<file path="src/rtl/effect_chain_sequencer_pkg.sv">
// Shared types and default parameters for the effect chain sequencer.
package effect_chain_sequencer_pkg;

  localparam int DEF_NUM_STAGES     = 3;
  localparam int DEF_SAMPLE_WIDTH   = 12;
  localparam int DEF_TIMEOUT_CYCLES = 1024;
  localparam int DEF_RESET_CYCLES   = 2;

  typedef enum logic [2:0] {
    ST_IDLE,
    ST_CONFIG,
    ST_SELECT,
    ST_ISSUE,
    ST_SETTLE,
    ST_WAIT
  } state_e;

  // Index width that stays legal for a single-stage chain.
  function automatic int idx_width(input int n);
    return (n > 1) ? $clog2(n) : 1;
  endfunction

endpackage

</file>
<file path="src/rtl/effect_chain_sequencer_watchdog_counter.sv">
// Per-stage wait watchdog: counts enabled cycles, saturates at LIMIT.
module watchdog_counter #(
  parameter int LIMIT = 1024,
  parameter int CW    = $clog2(LIMIT + 1)
) (
  input  logic clock,
  input  logic reset,
  input  logic clear,
  input  logic enable,
  output logic expired
);

  logic [CW-1:0] r_cnt;

  // Count while enabled; clear dominates; hold once the limit is reached.
  always_ff @(posedge clock or posedge reset) begin
    if (reset)                                r_cnt <= '0;
    else if (clear)                           r_cnt <= '0;
    else if (enable && r_cnt != CW'(LIMIT))   r_cnt <= r_cnt + 1'b1;
  end

  assign expired = (r_cnt == CW'(LIMIT));

endmodule

</file>
<file path="src/rtl/effect_chain_sequencer.sv">
// Sequences one sample at a time through a chain of external effect stages.
// Disabled stages are skipped in one cycle; a stage that never answers is
// bypassed after the watchdog expires.
module effect_chain_sequencer
  import effect_chain_sequencer_pkg::*;
#(
  parameter int NUM_STAGES     = DEF_NUM_STAGES,
  parameter int SAMPLE_WIDTH   = DEF_SAMPLE_WIDTH,
  parameter int TIMEOUT_CYCLES = DEF_TIMEOUT_CYCLES,
  parameter int RESET_CYCLES   = DEF_RESET_CYCLES
) (
  input  logic                               clock,
  input  logic                               reset,
  input  logic                               sample_ready,
  input  logic signed [SAMPLE_WIDTH-1:0]     incoming_sample,
  input  logic [5:0]                         delay_amount_in,
  input  logic [NUM_STAGES-1:0]              enable_mask_in,
  output logic signed [SAMPLE_WIDTH-1:0]     stage_sample_in,
  input  logic [NUM_STAGES*SAMPLE_WIDTH-1:0] stage_sample_out,
  output logic [NUM_STAGES-1:0]              stage_start,
  input  logic [NUM_STAGES-1:0]              stage_done,
  output logic                               stage_reset,
  output logic [NUM_STAGES-1:0]              stage_enable,
  output logic [5:0]                         delay_amount,
  output logic signed [SAMPLE_WIDTH-1:0]     modified_sample,
  output logic                               output_valid,
  output logic                               busy,
  output logic                               timeout_flag,
  output logic [7:0]                         overrun_count
);

  localparam int IW  = idx_width(NUM_STAGES);
  localparam int RCW = $clog2(RESET_CYCLES + 1);

  state_e                         r_state, w_state_n;
  logic [IW-1:0]                  r_idx;
  logic signed [SAMPLE_WIDTH-1:0] r_work;
  logic signed [SAMPLE_WIDTH-1:0] r_stage_sample_in;
  logic signed [SAMPLE_WIDTH-1:0] r_modified;
  logic                           r_output_valid;
  logic                           r_timeout;
  logic [7:0]                     r_overrun;
  logic [5:0]                     r_delay;
  logic [NUM_STAGES-1:0]          r_enable;
  logic [RCW-1:0]                 r_rst_cnt;

  logic                           w_capture, w_cfg_load, w_drive;
  logic                           w_load_stage, w_advance, w_timeout;
  logic                           w_last, w_expired, w_cfg_diff;
  logic signed [SAMPLE_WIDTH-1:0] w_stage_out [NUM_STAGES];
  logic signed [SAMPLE_WIDTH-1:0] w_next_work;

  // Unflatten the stage result bus so the current stage can be indexed.
  for (genvar g = 0; g < NUM_STAGES; g++) begin : g_unpack
    assign w_stage_out[g] = stage_sample_out[g*SAMPLE_WIDTH +: SAMPLE_WIDTH];
  end

  assign w_last      = (r_idx == IW'(NUM_STAGES - 1));
  assign w_cfg_diff  = (delay_amount_in != r_delay) || (enable_mask_in != r_enable);
  assign w_next_work = w_load_stage ? w_stage_out[r_idx] : r_work;

  // Watchdog runs only in WAIT and restarts for every stage.
  watchdog_counter #(.LIMIT(TIMEOUT_CYCLES)) u_wdog (
    .clock   (clock),
    .reset   (reset),
    .clear   (r_state != ST_WAIT),
    .enable  (r_state == ST_WAIT),
    .expired (w_expired)
  );

  // State register.
  always_ff @(posedge clock or posedge reset) begin
    if (reset) r_state <= ST_IDLE;
    else       r_state <= w_state_n;
  end

  // Next-state and datapath control decode.
  always_comb begin
    w_state_n    = r_state;
    w_capture    = 1'b0;
    w_cfg_load   = 1'b0;
    w_drive      = 1'b0;
    w_load_stage = 1'b0;
    w_advance    = 1'b0;
    w_timeout    = 1'b0;
    case (r_state)
      ST_IDLE: begin
        // A waiting sample wins over a pending config change.
        if (sample_ready) begin
          w_capture = 1'b1;
          w_state_n = ST_SELECT;
        end else if (w_cfg_diff) begin
          w_cfg_load = 1'b1;
          w_state_n  = ST_CONFIG;
        end
      end
      ST_CONFIG: if (r_rst_cnt <= RCW'(1)) w_state_n = ST_IDLE;
      ST_SELECT: begin
        if (r_enable[r_idx]) begin
          w_drive   = 1'b1;
          w_state_n = ST_ISSUE;
        end else begin
          w_advance = 1'b1;
        end
      end
      ST_ISSUE:  w_state_n = ST_SETTLE;
      // Stage done is stale for one cycle after start; skip it.
      ST_SETTLE: w_state_n = ST_WAIT;
      ST_WAIT: begin
        if (stage_done[r_idx]) begin
          w_load_stage = 1'b1;
          w_advance    = 1'b1;
        end else if (w_expired) begin
          w_timeout = 1'b1;
          w_advance = 1'b1;
        end
      end
      default: w_state_n = ST_IDLE;
    endcase
    if (w_advance) w_state_n = w_last ? ST_IDLE : ST_SELECT;
  end

  // Working sample, stage index, outputs, config and status registers.
  always_ff @(posedge clock or posedge reset) begin
    if (reset) begin
      r_idx             <= '0;
      r_work            <= '0;
      r_stage_sample_in <= '0;
      r_modified        <= '0;
      r_output_valid    <= 1'b0;
      r_timeout         <= 1'b0;
      r_overrun         <= '0;
      r_delay           <= '0;
      r_enable          <= '0;
      r_rst_cnt         <= RCW'(RESET_CYCLES);
    end else begin
      r_output_valid <= 1'b0;
      if (r_rst_cnt != '0) r_rst_cnt <= r_rst_cnt - 1'b1;
      if (w_cfg_load) begin
        r_delay   <= delay_amount_in;
        r_enable  <= enable_mask_in;
        r_rst_cnt <= RCW'(RESET_CYCLES);
      end
      if (w_capture) begin
        r_work <= incoming_sample;
        r_idx  <= '0;
      end
      if (w_drive) r_stage_sample_in <= r_work;
      if (w_advance) begin
        r_work <= w_next_work;
        r_idx  <= w_last ? '0 : r_idx + 1'b1;
        if (w_last) begin
          r_modified     <= w_next_work;
          r_output_valid <= 1'b1;
        end
      end
      if (w_timeout) r_timeout <= 1'b1;
      if (sample_ready && r_state != ST_IDLE && r_overrun != 8'hFF)
        r_overrun <= r_overrun + 8'd1;
    end
  end

  // One-hot start while issuing the current stage.
  always_comb begin
    stage_start = '0;
    if (r_state == ST_ISSUE) stage_start[r_idx] = 1'b1;
  end

  assign stage_sample_in = r_stage_sample_in;
  assign stage_reset     = (r_rst_cnt != '0);
  assign stage_enable    = r_enable;
  assign delay_amount    = r_delay;
  assign modified_sample = r_modified;
  assign output_valid    = r_output_valid;
  assign busy            = (r_state != ST_IDLE);
  assign timeout_flag    = r_timeout;
  assign overrun_count   = r_overrun;

endmodule

</file>
<file path="config.mk">
export PLATFORM = sky130hd
export DESIGN_NAME = effect_chain_sequencer
export DESIGN_NICKNAME = d
export VERILOG_FILES = /design/src/rtl/effect_chain_sequencer_pkg.sv /design/src/rtl/effect_chain_sequencer_watchdog_counter.sv /design/src/rtl/effect_chain_sequencer.sv
export SDC_FILE = /design/constraint.sdc
export NUM_CORES = 1
export LEC_CHECK = 0
export BUFFER_PORTS_ARGS = -buffer_cell sky130_fd_sc_hd__buf_2
export CORE_UTILIZATION = 42
export CTS_BUF_LIST = sky130_fd_sc_hd__clkbuf_4 sky130_fd_sc_hd__clkbuf_8 sky130_fd_sc_hd__clkbuf_16
export CTS_CLUSTER_DIAMETER = 200
export CTS_CLUSTER_SIZE = 10
export DETAILED_ROUTE_END_ITERATION = 7
export HOLD_SLACK_MARGIN = 0.1
export PLACE_DENSITY = 0.77
export SLEW_MARGIN = 30
export SYNTH_ARGS = -nofsm -noshare
export SYNTH_HDL_FRONTEND = slang
export SYNTH_SLANG_ARGS = --single-unit
</file>
<file path="constraint.sdc">
create_clock -name clock -period 4.8 [get_ports clock]
set_input_delay 0.96 -clock clock [delete_from_list [all_inputs] [get_ports clock]]
set_output_delay 0.96 -clock clock [all_outputs]
set_load 0.05 [all_outputs]
</file>
**Yosys cells after proc, flatten, opt, wreduce, memory -nomap -nowiden**

Index checks and enable logic that the tools add are counted.

- Register bits: 73
- Input bits: 63
- Output and inout port bits: 48
- Word-level logic and storage cells: 94

- $add $sub $neg: 4
- $lt $le $gt $ge: 4
- Equal/unequal tests: 16
- Muxes and demuxes: 44
- Bitwise logic cells: 1
- Reductions and logical operators: 13

Operators with widths:

| cell | number |
|---|---|
| 12-bit 2-to-1 mux | 5 |
| 12-bit binary-select mux with 2-bit select | 1 |
| 11-bit 2-to-1 mux | 2 |
| 1-bit 2-to-1 mux | 19 |
| 3-bit 2-to-1 mux | 6 |
| 3-bit case mux with 6 select lines | 1 |
| 2-bit 2-to-1 mux | 6 |
| 11-bit by 1-bit adder with 11-bit output, second input constant | 1 |
| 11-bit == test, second input constant | 1 |
| 11-bit inequality test, second input constant | 1 |
| 3-bit inequality test, second input constant | 3 |
| 8-bit by 1-bit adder with 8-bit output, second input constant | 1 |
| 8-bit inequality test, second input constant | 1 |
| 2-bit nonzero test | 4 |
| 3-bit by 2-bit == test with 1-bit output, second input constant | 2 |
| 3-bit == test, second input constant | 2 |
| 6-bit inequality test | 1 |
| 1-bit binary-select mux with 2-bit select | 2 |
| 1-bit logical AND | 4 |
| 4-bit inequality test, second input constant | 1 |
| 4-bit AND reduction | 1 |
| 3-bit by 1-bit == test with 1-bit output, second input constant | 1 |
| 3-bit >= comparator, second input constant | 1 |
| 3-bit zero test | 1 |
| other kinds (14) | 14 |

**Depth between registers and ports, before layout**

Gate-level depths: netlist (run 1).

- Depth after elaboration: 6
- Depth in mapped cells: 8
- Mapped depth without buffers: 7

**By module**

Synthesis (run 1) repeated with hierarchy kept, for this count alone.

- Cells, all modules: 362
- Area, all modules: 3774.9 sq um

Modules (own cells, without submodules):

| module | instances | cells each | area each (sq um) |
|---|---|---|---|
| effect_chain_sequencer | 1 | 296 | 3150.5 |
| watchdog_counter | 1 | 66 | 624.3 |

**Worst setup path before layout (run 1)**

Ideal clock, no wire load.

- Kind: register to output
- From: register r_idx[1]
- To: output stage_start[1]
- Data arrival time: 1.959 ns
- Setup slack: 1.881 ns
- Cell stages (with the launch flop): 4
- Cell sequence: dfrtp_1 > buf_1 > clkbuf_1 > nor3b_1

- Longest elaborated chain between the ends: 5

Ends and longest elaborated chain:

| element | RTL line | source |
|---|---|---|
| from (decl) | effect_chain_sequencer.sv:36 | `logic [IW-1:0] r_idx;` |
| from (signal assigned) | effect_chain_sequencer.sv:151 | `r_idx <= w_last ? '0 : r_idx + 1'b1;` |
| 2-bit by 3-bit < comparator with 1-bit output (implied by the code) / 2-bit by 1-bit >= comparator with 1-bit output (equally long branches) | effect_chain_sequencer.sv:166 | `if (r_state == ST_ISSUE) stage_start[r_idx] = 1'b1;` |
| 1-bit logical AND (implied by the code) | effect_chain_sequencer.sv:166 |  |
| 1-bit 2-to-1 mux (implied by the code) | effect_chain_sequencer.sv:166 |  |
| 1-bit demux with 2-bit select * | effect_chain_sequencer.sv:166 |  |
| 3-bit 2-to-1 mux * | effect_chain_sequencer.sv:166 |  |
| to (decl) | effect_chain_sequencer.sv:20 | `output logic [NUM_STAGES-1:0] stage_start,` |

Mark *: on every way between the ends. The rest lies on a longest branch, timed or not.

**Final worst setup path (run 1)**

- From: register r_idx[0]
- To: output stage_start[1]

Same word-level chain as after synthesis.

==> flow_metrics.py, run 1 <==
metrics = {
    "floorplanning": {
        "coreArea_sq_mm": 0.008341,
        "rows": 33,
        "dieArea_sq_mm": 0.009139,
        "start_util": 0.4412,
        "die_y_um": 95.60,
        "die_width_um": 95.60,
        "pin_count": 111,
    },
    "clocking": {
        "cts.sinks": 73,
        "numCtsBuffers": 9,
        "post_cts_buffers": 0,
        "cts_tree": "done",
        "htreeDepth": 3,
        "ctsResizeCount": 0,
        "clock_latency_ns": 0.35,
        "clkTransAtPathRegs_ns": 0.08,
        "cts_hold_buf": 0,
        "clock-root-buffer": "clkbuf_8",
        "cts_buffer_depth": 2,
    },
    "critical_path": {
        "cp.required_ns": 3.84,
        "cp.buffers_inverters": 1,
        "r2r-end": "r_work[3]",
        "crit_type": "reg2out",
        "cp_slowest_cell": "dfrtp_1",
        "reg2reg_slack_ns": 2.01,
        "cp-end-kind": "output port",
        "crit_path_max_fanout": 21,
        "critPathMaxStageDelay_ns": 0.94,
        "path_cells": "nor3b_1 -> buf_2",
        "crit_family": "flip-flops",
        "timing.rr.start": "r_idx[0]",
        "cp-start-kind": "register",
        "ff2ff_path_depth": 5,
        "path_depth": 2,
        "cp.arrival_ns": 1.97,
    },
    "logic_synthesis": {
        "synth_cell_types": 49,
        "yosysWarnings": 0,
        "synth_edf_count": 0,
        "synthTopCellsByArea": "dfrtp_1 (49%), mux2i_1 (7.3%), mux2_1 (6.7%)",
        "synthArstFlopShare": 1.000,
        "synth_area_sq_mm": 0.003680,
        "syn_nets": 390,
        "synth_top_flop_cell": "dfrtp_1",
        "avgSynthCellArea_sq_um": 11.43,
        "syn_inst": 322,
        "synth_top_area_cell": "dfrtp_1",
        "synth_seq_cells": 73,
        "yosysTopAreaCellShare": 0.4896,
        "synth-seq-area-share": 0.4968,
    },
    "min_path": {
        "min-delay-start": "timeout_flag",
        "hold_end": "timeout_flag",
        "hold_depth": 1,
        "worst_hold_path_type": "reg2reg",
    },
    "drt": {
        "drc": 0,
        "firstDrtPassIters": 4,
        "drt_iter0_markers": 138,
        "via_per_inst": 5.271,
        "ant_nets": 0,
        "vias": 2841,
        "wl_per_cell_um": 15.91,
        "drt-total-wl_um": 8575,
    },
    "grt": {
        "antenna_found_initial": 0,
        "grt_usage": 0.1975,
        "grt_max_degree": 53,
        "grt_pass1_vias": 2820,
        "grt_pass1_wl_um": 13570,
        "overflow": 0,
    },
    "timing": {
        "final-max-slew-violation-count": 0,
        "skew_ns": 0.007703,
        "setup_violations": 0,
        "fin_crit_sh": 0.6098,
        "tns_ns": 0,
        "hold_viol_final": 0,
        "clock.fmax_mhz": 341.7,
        "slew_headroom": 0.3976,
        "worst_pin_slew_ns": 0.9036,
        "rsz0062_at_grt": "false",
        "period_minus_slack_ns": 2.927,
    },
    "finish": {
        "num-nets-final": 497,
        "fin_util": 0.5348,
        "layout_commonest_cell": "buf_2",
        "multiInputGateArea_sq_mm": 0.001679,
        "mostFrequentLayoutCells": "buf_2 (110), dfrtp_1 (72), mux2i_1 (27)",
        "regArea_sq_mm": 0.001828,
        "num_antenna_cells": 0,
        "syn2layout_area_growth_pct": 21.22,
        "fill_cells": 765,
        "drive_gt1_frac": 0.3249,
    },
    "status": {
        "status": "completed",
    },
    "placement": {
        "hpwl_um": 6417,
        "numPortBuffers": 110,
        "gp_congestion": 0.8513,
    },
    "power_and_ir_drop": {
        "powerDensity_mw_per_mm2": 705.9,
        "peakVddDrop_mv": 0.4451,
        "p_leak_nw": 2.132,
    },
    "flow_run": {
        "cap_violations": 0,
    },
}
-- sequential cells by signal, indices dropped and copies added (netlist names) --
name / flops
timeout_flag: 1
r_idx: 2
r_rst_cnt: 2
overrun_count: 8
delay_amount: 6
r_work: 12
r_state: 3
output_valid: 1
stage_enable: 3
stage_sample_in: 12
u_wdog.r_cnt: 11
modified_sample: 12
-- metal layers --
metal | vias to the layer above | share of wire | global-route usage | wire, um
met2 | 121 | 0.46 | 0.3095 | 3979
met4 | 0 | 0.012 | 0.06965 | 107
met5 | - | 0 | 0 | 0
met3 | 12 | 0.094 | 0.05662 | 806
li1 | 1354 | - | - | -
met1 | 1354 | 0.43 | 0.2611 | 3681
-- worst max-delay path by stage --
stage,slack [ns],startpoint,to
floorplan,1.88,r_idx[1],stage_start[1]
global placement,2.14,r_idx[0],r_work[2]
detailed placement,2.00,r_idx[0],modified_sample[6]
CTS,1.85,r_idx[0],stage_start[1]
global route,1.72,r_idx[0],modified_sample[8]
finish,1.87,r_idx[0],stage_start[1]
-- layout make-up --
type	instances	share of cell area
inverters	21	0.01823
repair buffers	111	0.1251
clock buffers	9	0.02777
multi-input cells	213	0.3764
clock inverters	7	0.01318
flip-flops and latches	73	0.4098
well taps	105	0.02945
-- power by group --
part	total, mW	internal, mW	switching, mW
sequential	1.10	0.859	0.239
clock	0.457	0.196	0.261
combinational	1.59	0.528	1.07
-- synth_stat cells, drive strengths merged (4+ instances only) --
master and number:
nand4 4, xor2 15, clkbuf 6, inv 21, xnor2 11, and3 7
dfrtp 72, nor3 14, mux2i 27, ha 5, a21oi 18, mux2 23
a2bb2oi 13, nand3 6, a221o 12, or2 4, nor2 21, buf 9
nand2 11
-- kinds of logic after synthesis --
logic type | share of synthesized area
XOR/XNOR | 0.06188
AND/OR/NAND/NOR | 0.1224
AO/OA/AOI/OAI | 0.1112
buffers and inverters | 0.04692
multiplexers | 0.1438
flip-flops | 0.4968
adder cells (fa/ha/maj) | 0.01700
-- per-stage QoR --
step | instance area [sq um] | hold slack, ns | setup WS (ns) | std cells | power [mW]
after floorplan | 3680 | 0.4825 | 1.881 | 322 | 2.354
after global placement | 4275 | 0.4512 | 2.138 | 523 | 2.665
after detailed placement | 4278 | 0.4665 | 1.999 | 523 | 2.710
after CTS | 4461 | 0.4859 | 1.853 | 539 | 3.169
after global routing | 4461 | 0.5224 | 1.718 | 539 | 3.348
final | 4461 | 0.4916 | 1.873 | 539 | 3.149
Power figures use the tool's default switching activity.
==> run 2, diff against run 1 <==
--- a/config.mk
+++ b/config.mk
@@ -12,7 +12,7 @@
 export CTS_CLUSTER_SIZE = 10
 export DETAILED_ROUTE_END_ITERATION = 7
 export HOLD_SLACK_MARGIN = 0.1
-export PLACE_DENSITY = 0.77
+export PLACE_DENSITY = 0.8
 export SLEW_MARGIN = 30
 export SYNTH_ARGS = -nofsm -noshare
 export SYNTH_HDL_FRONTEND = slang
==> constraint.sdc (replaced) <==
create_clock -name clock -period 2.65 [get_ports clock]
set_input_delay 0.53 -clock clock [delete_from_list [all_inputs] [get_ports clock]]
set_output_delay 0.53 -clock clock [all_outputs]
set_load 0.05 [all_outputs]
==> flow_metrics.py, run 2 (synthesis results as in run 1) <==
metrics = {
    "status": {
        "status": "completed",
    },
    "clocking": {
        "clock_latency_ns": 0.35,
        "cts_buffer_depth": 2,
        "cts_tree": "done",
        "clock-root-buffer": "clkbuf_8",
        "numCtsBuffers": 9,
        "clkTransAtPathRegs_ns": 0.09,
        "cts.sinks": 73,
        "post_cts_buffers": 0,
        "ctsResizeCount": 0,
        "htreeDepth": 3,
        "cts_hold_buf": 0,
    },
    "power_and_ir_drop": {
        "p_leak_nw": 2.168,
        "powerDensity_mw_per_mm2": 1281,
        "peakVddDrop_mv": 0.9312,
    },
    "critical_path": {
        "crit_type": "reg2reg",
        "cp-start-kind": "register",
        "crit_path_max_fanout": 20,
        "cp.required_ns": 2.94,
        "cp.buffers_inverters": 1,
        "crit_family": "simple AND/OR/NAND/NOR gates",
        "critPathMaxStageDelay_ns": 0.38,
        "cp_slowest_cell": "or2_2",
        "path_cells": "buf_4 -> mux2i_1 -> a2bb2oi_2 -> or2_2 -> and2_4 -> a221o_1",
        "cp-end-kind": "register",
        "cp.arrival_ns": 2.52,
    },
    "drt": {
        "drt_iter0_markers": 125,
        "via_per_inst": 5.291,
        "drt-total-wl_um": 8728,
        "vias": 2889,
        "firstDrtPassIters": 4,
        "ant_nets": 0,
        "drc": 0,
        "wl_per_cell_um": 15.99,
    },
    "timing": {
        "whs_ns": 0.2620,
        "period_minus_slack_ns": 2.238,
        "skew_ns": 0.01347,
        "slew_headroom": 0.4883,
        "hold_viol_final": 0,
        "rsz0062_at_grt": "false",
        "clock.fmax_mhz": 446.9,
        "fin_crit_sh": 0.8444,
        "setup_violations": 0,
        "final-max-slew-violation-count": 0,
        "tns_ns": 0,
        "worst_pin_slew_ns": 0.7653,
    },
    "finish": {
        "final_area_sq_mm": 0.004524,
        "num_antenna_cells": 0,
        "fill_cells": 750,
        "layout_commonest_cell": "buf_2",
        "syn2layout_area_growth_pct": 22.95,
        "drive_gt1_frac": 0.3356,
        "mostFrequentLayoutCells": "buf_2 (110), dfrtp_1 (72), mux2i_1 (27)",
        "num-nets-final": 504,
    },
    "floorplanning": {
        "die_y_um": 95.60,
        "start_util": 0.4412,
        "rows": 33,
        "die_width_um": 95.60,
        "pin_count": 111,
        "coreArea_sq_mm": 0.008341,
        "dieArea_sq_mm": 0.009139,
    },
    "grt": {
        "grt_pass1_vias": 2792,
        "grt_usage": 0.1983,
        "overflow": 0,
        "grt_pass1_wl_um": 13700,
        "antenna_found_initial": 0,
        "grt_max_degree": 32,
    },
    "placement": {
        "place_area_sq_mm": 0.004340,
        "hpwl_um": 6388,
        "numPortBuffers": 110,
        "gp_congestion": 0.8054,
    },
    "flow_run": {
        "cap_violations": 0,
    },
    "min_path": {
        "worst_hold_path_type": "in2async",
    },
}
[run 2: final timing paths]
path	from	endpoint	slack, ns	cells past startpoint
min	reset	u_wdog.r_cnt[4]	0.26	2
min in group clock	incoming_sample[5]	r_work[5]	0.40	2
max reg2reg	r_idx[0]	r_work[1]	0.41	6
max	r_idx[0]	r_work[1]	0.41	6
min reg2reg	timeout_flag	timeout_flag	0.46	1
max in group asynchronous	reset	r_work[7]	1.69	3
[run 2: layer usage]
metal | routed length (um) | GRT usage | vias to the layer above
met5 | 0 | 0 | -
li1 | - | - | 1375
met2 | 4041 | 0.3202 | 109
met4 | 75 | 0.05473 | 0
met1 | 4009 | 0.2606 | 1399
met3 | 601 | 0.05662 | 6
[run 2: power by group]
part	internal, mW	switching, mW
combinational	0.997	2.06
sequential	1.56	0.345
clock	0.356	0.478
total	2.91	2.88
[run 2: area by class of cell]
class                           count  area [sq um]  area share
Clock buffer                        9         123.9     0.02738
Clock inverter                      7         60.06     0.01327
Inverter                           21         78.83     0.01742
Multi-Input combinational cell    213          1679      0.3711
Sequential cell                    73          1828      0.4040
Tap cell                          105         131.4     0.02904
Timing Repair Buffer              118         623.1      0.1377
[run 2: metrics by stage]
step           setup WS [ns]    util  cells  total power [mW]
5_1_grt               0.2486  0.5425    546             6.130
6_report              0.4124  0.5425    546             5.795
2_1_floorplan         0.1607       -    322             4.264
3_3_place_gp          0.5187  0.5204    530             4.895
3_5_place_dp          0.4380  0.5204    530             4.984
4_1_cts               0.4244  0.5425    546             5.822
[run 2: worst register-to-register path: stages, from the launching register on]
cell	delay, ns
dfrtp_1	0.35
buf_4	0.31
mux2i_1	0.28
a2bb2oi_2	0.37
or2_2	0.38
and2_4	0.32
a221o_1	0.18
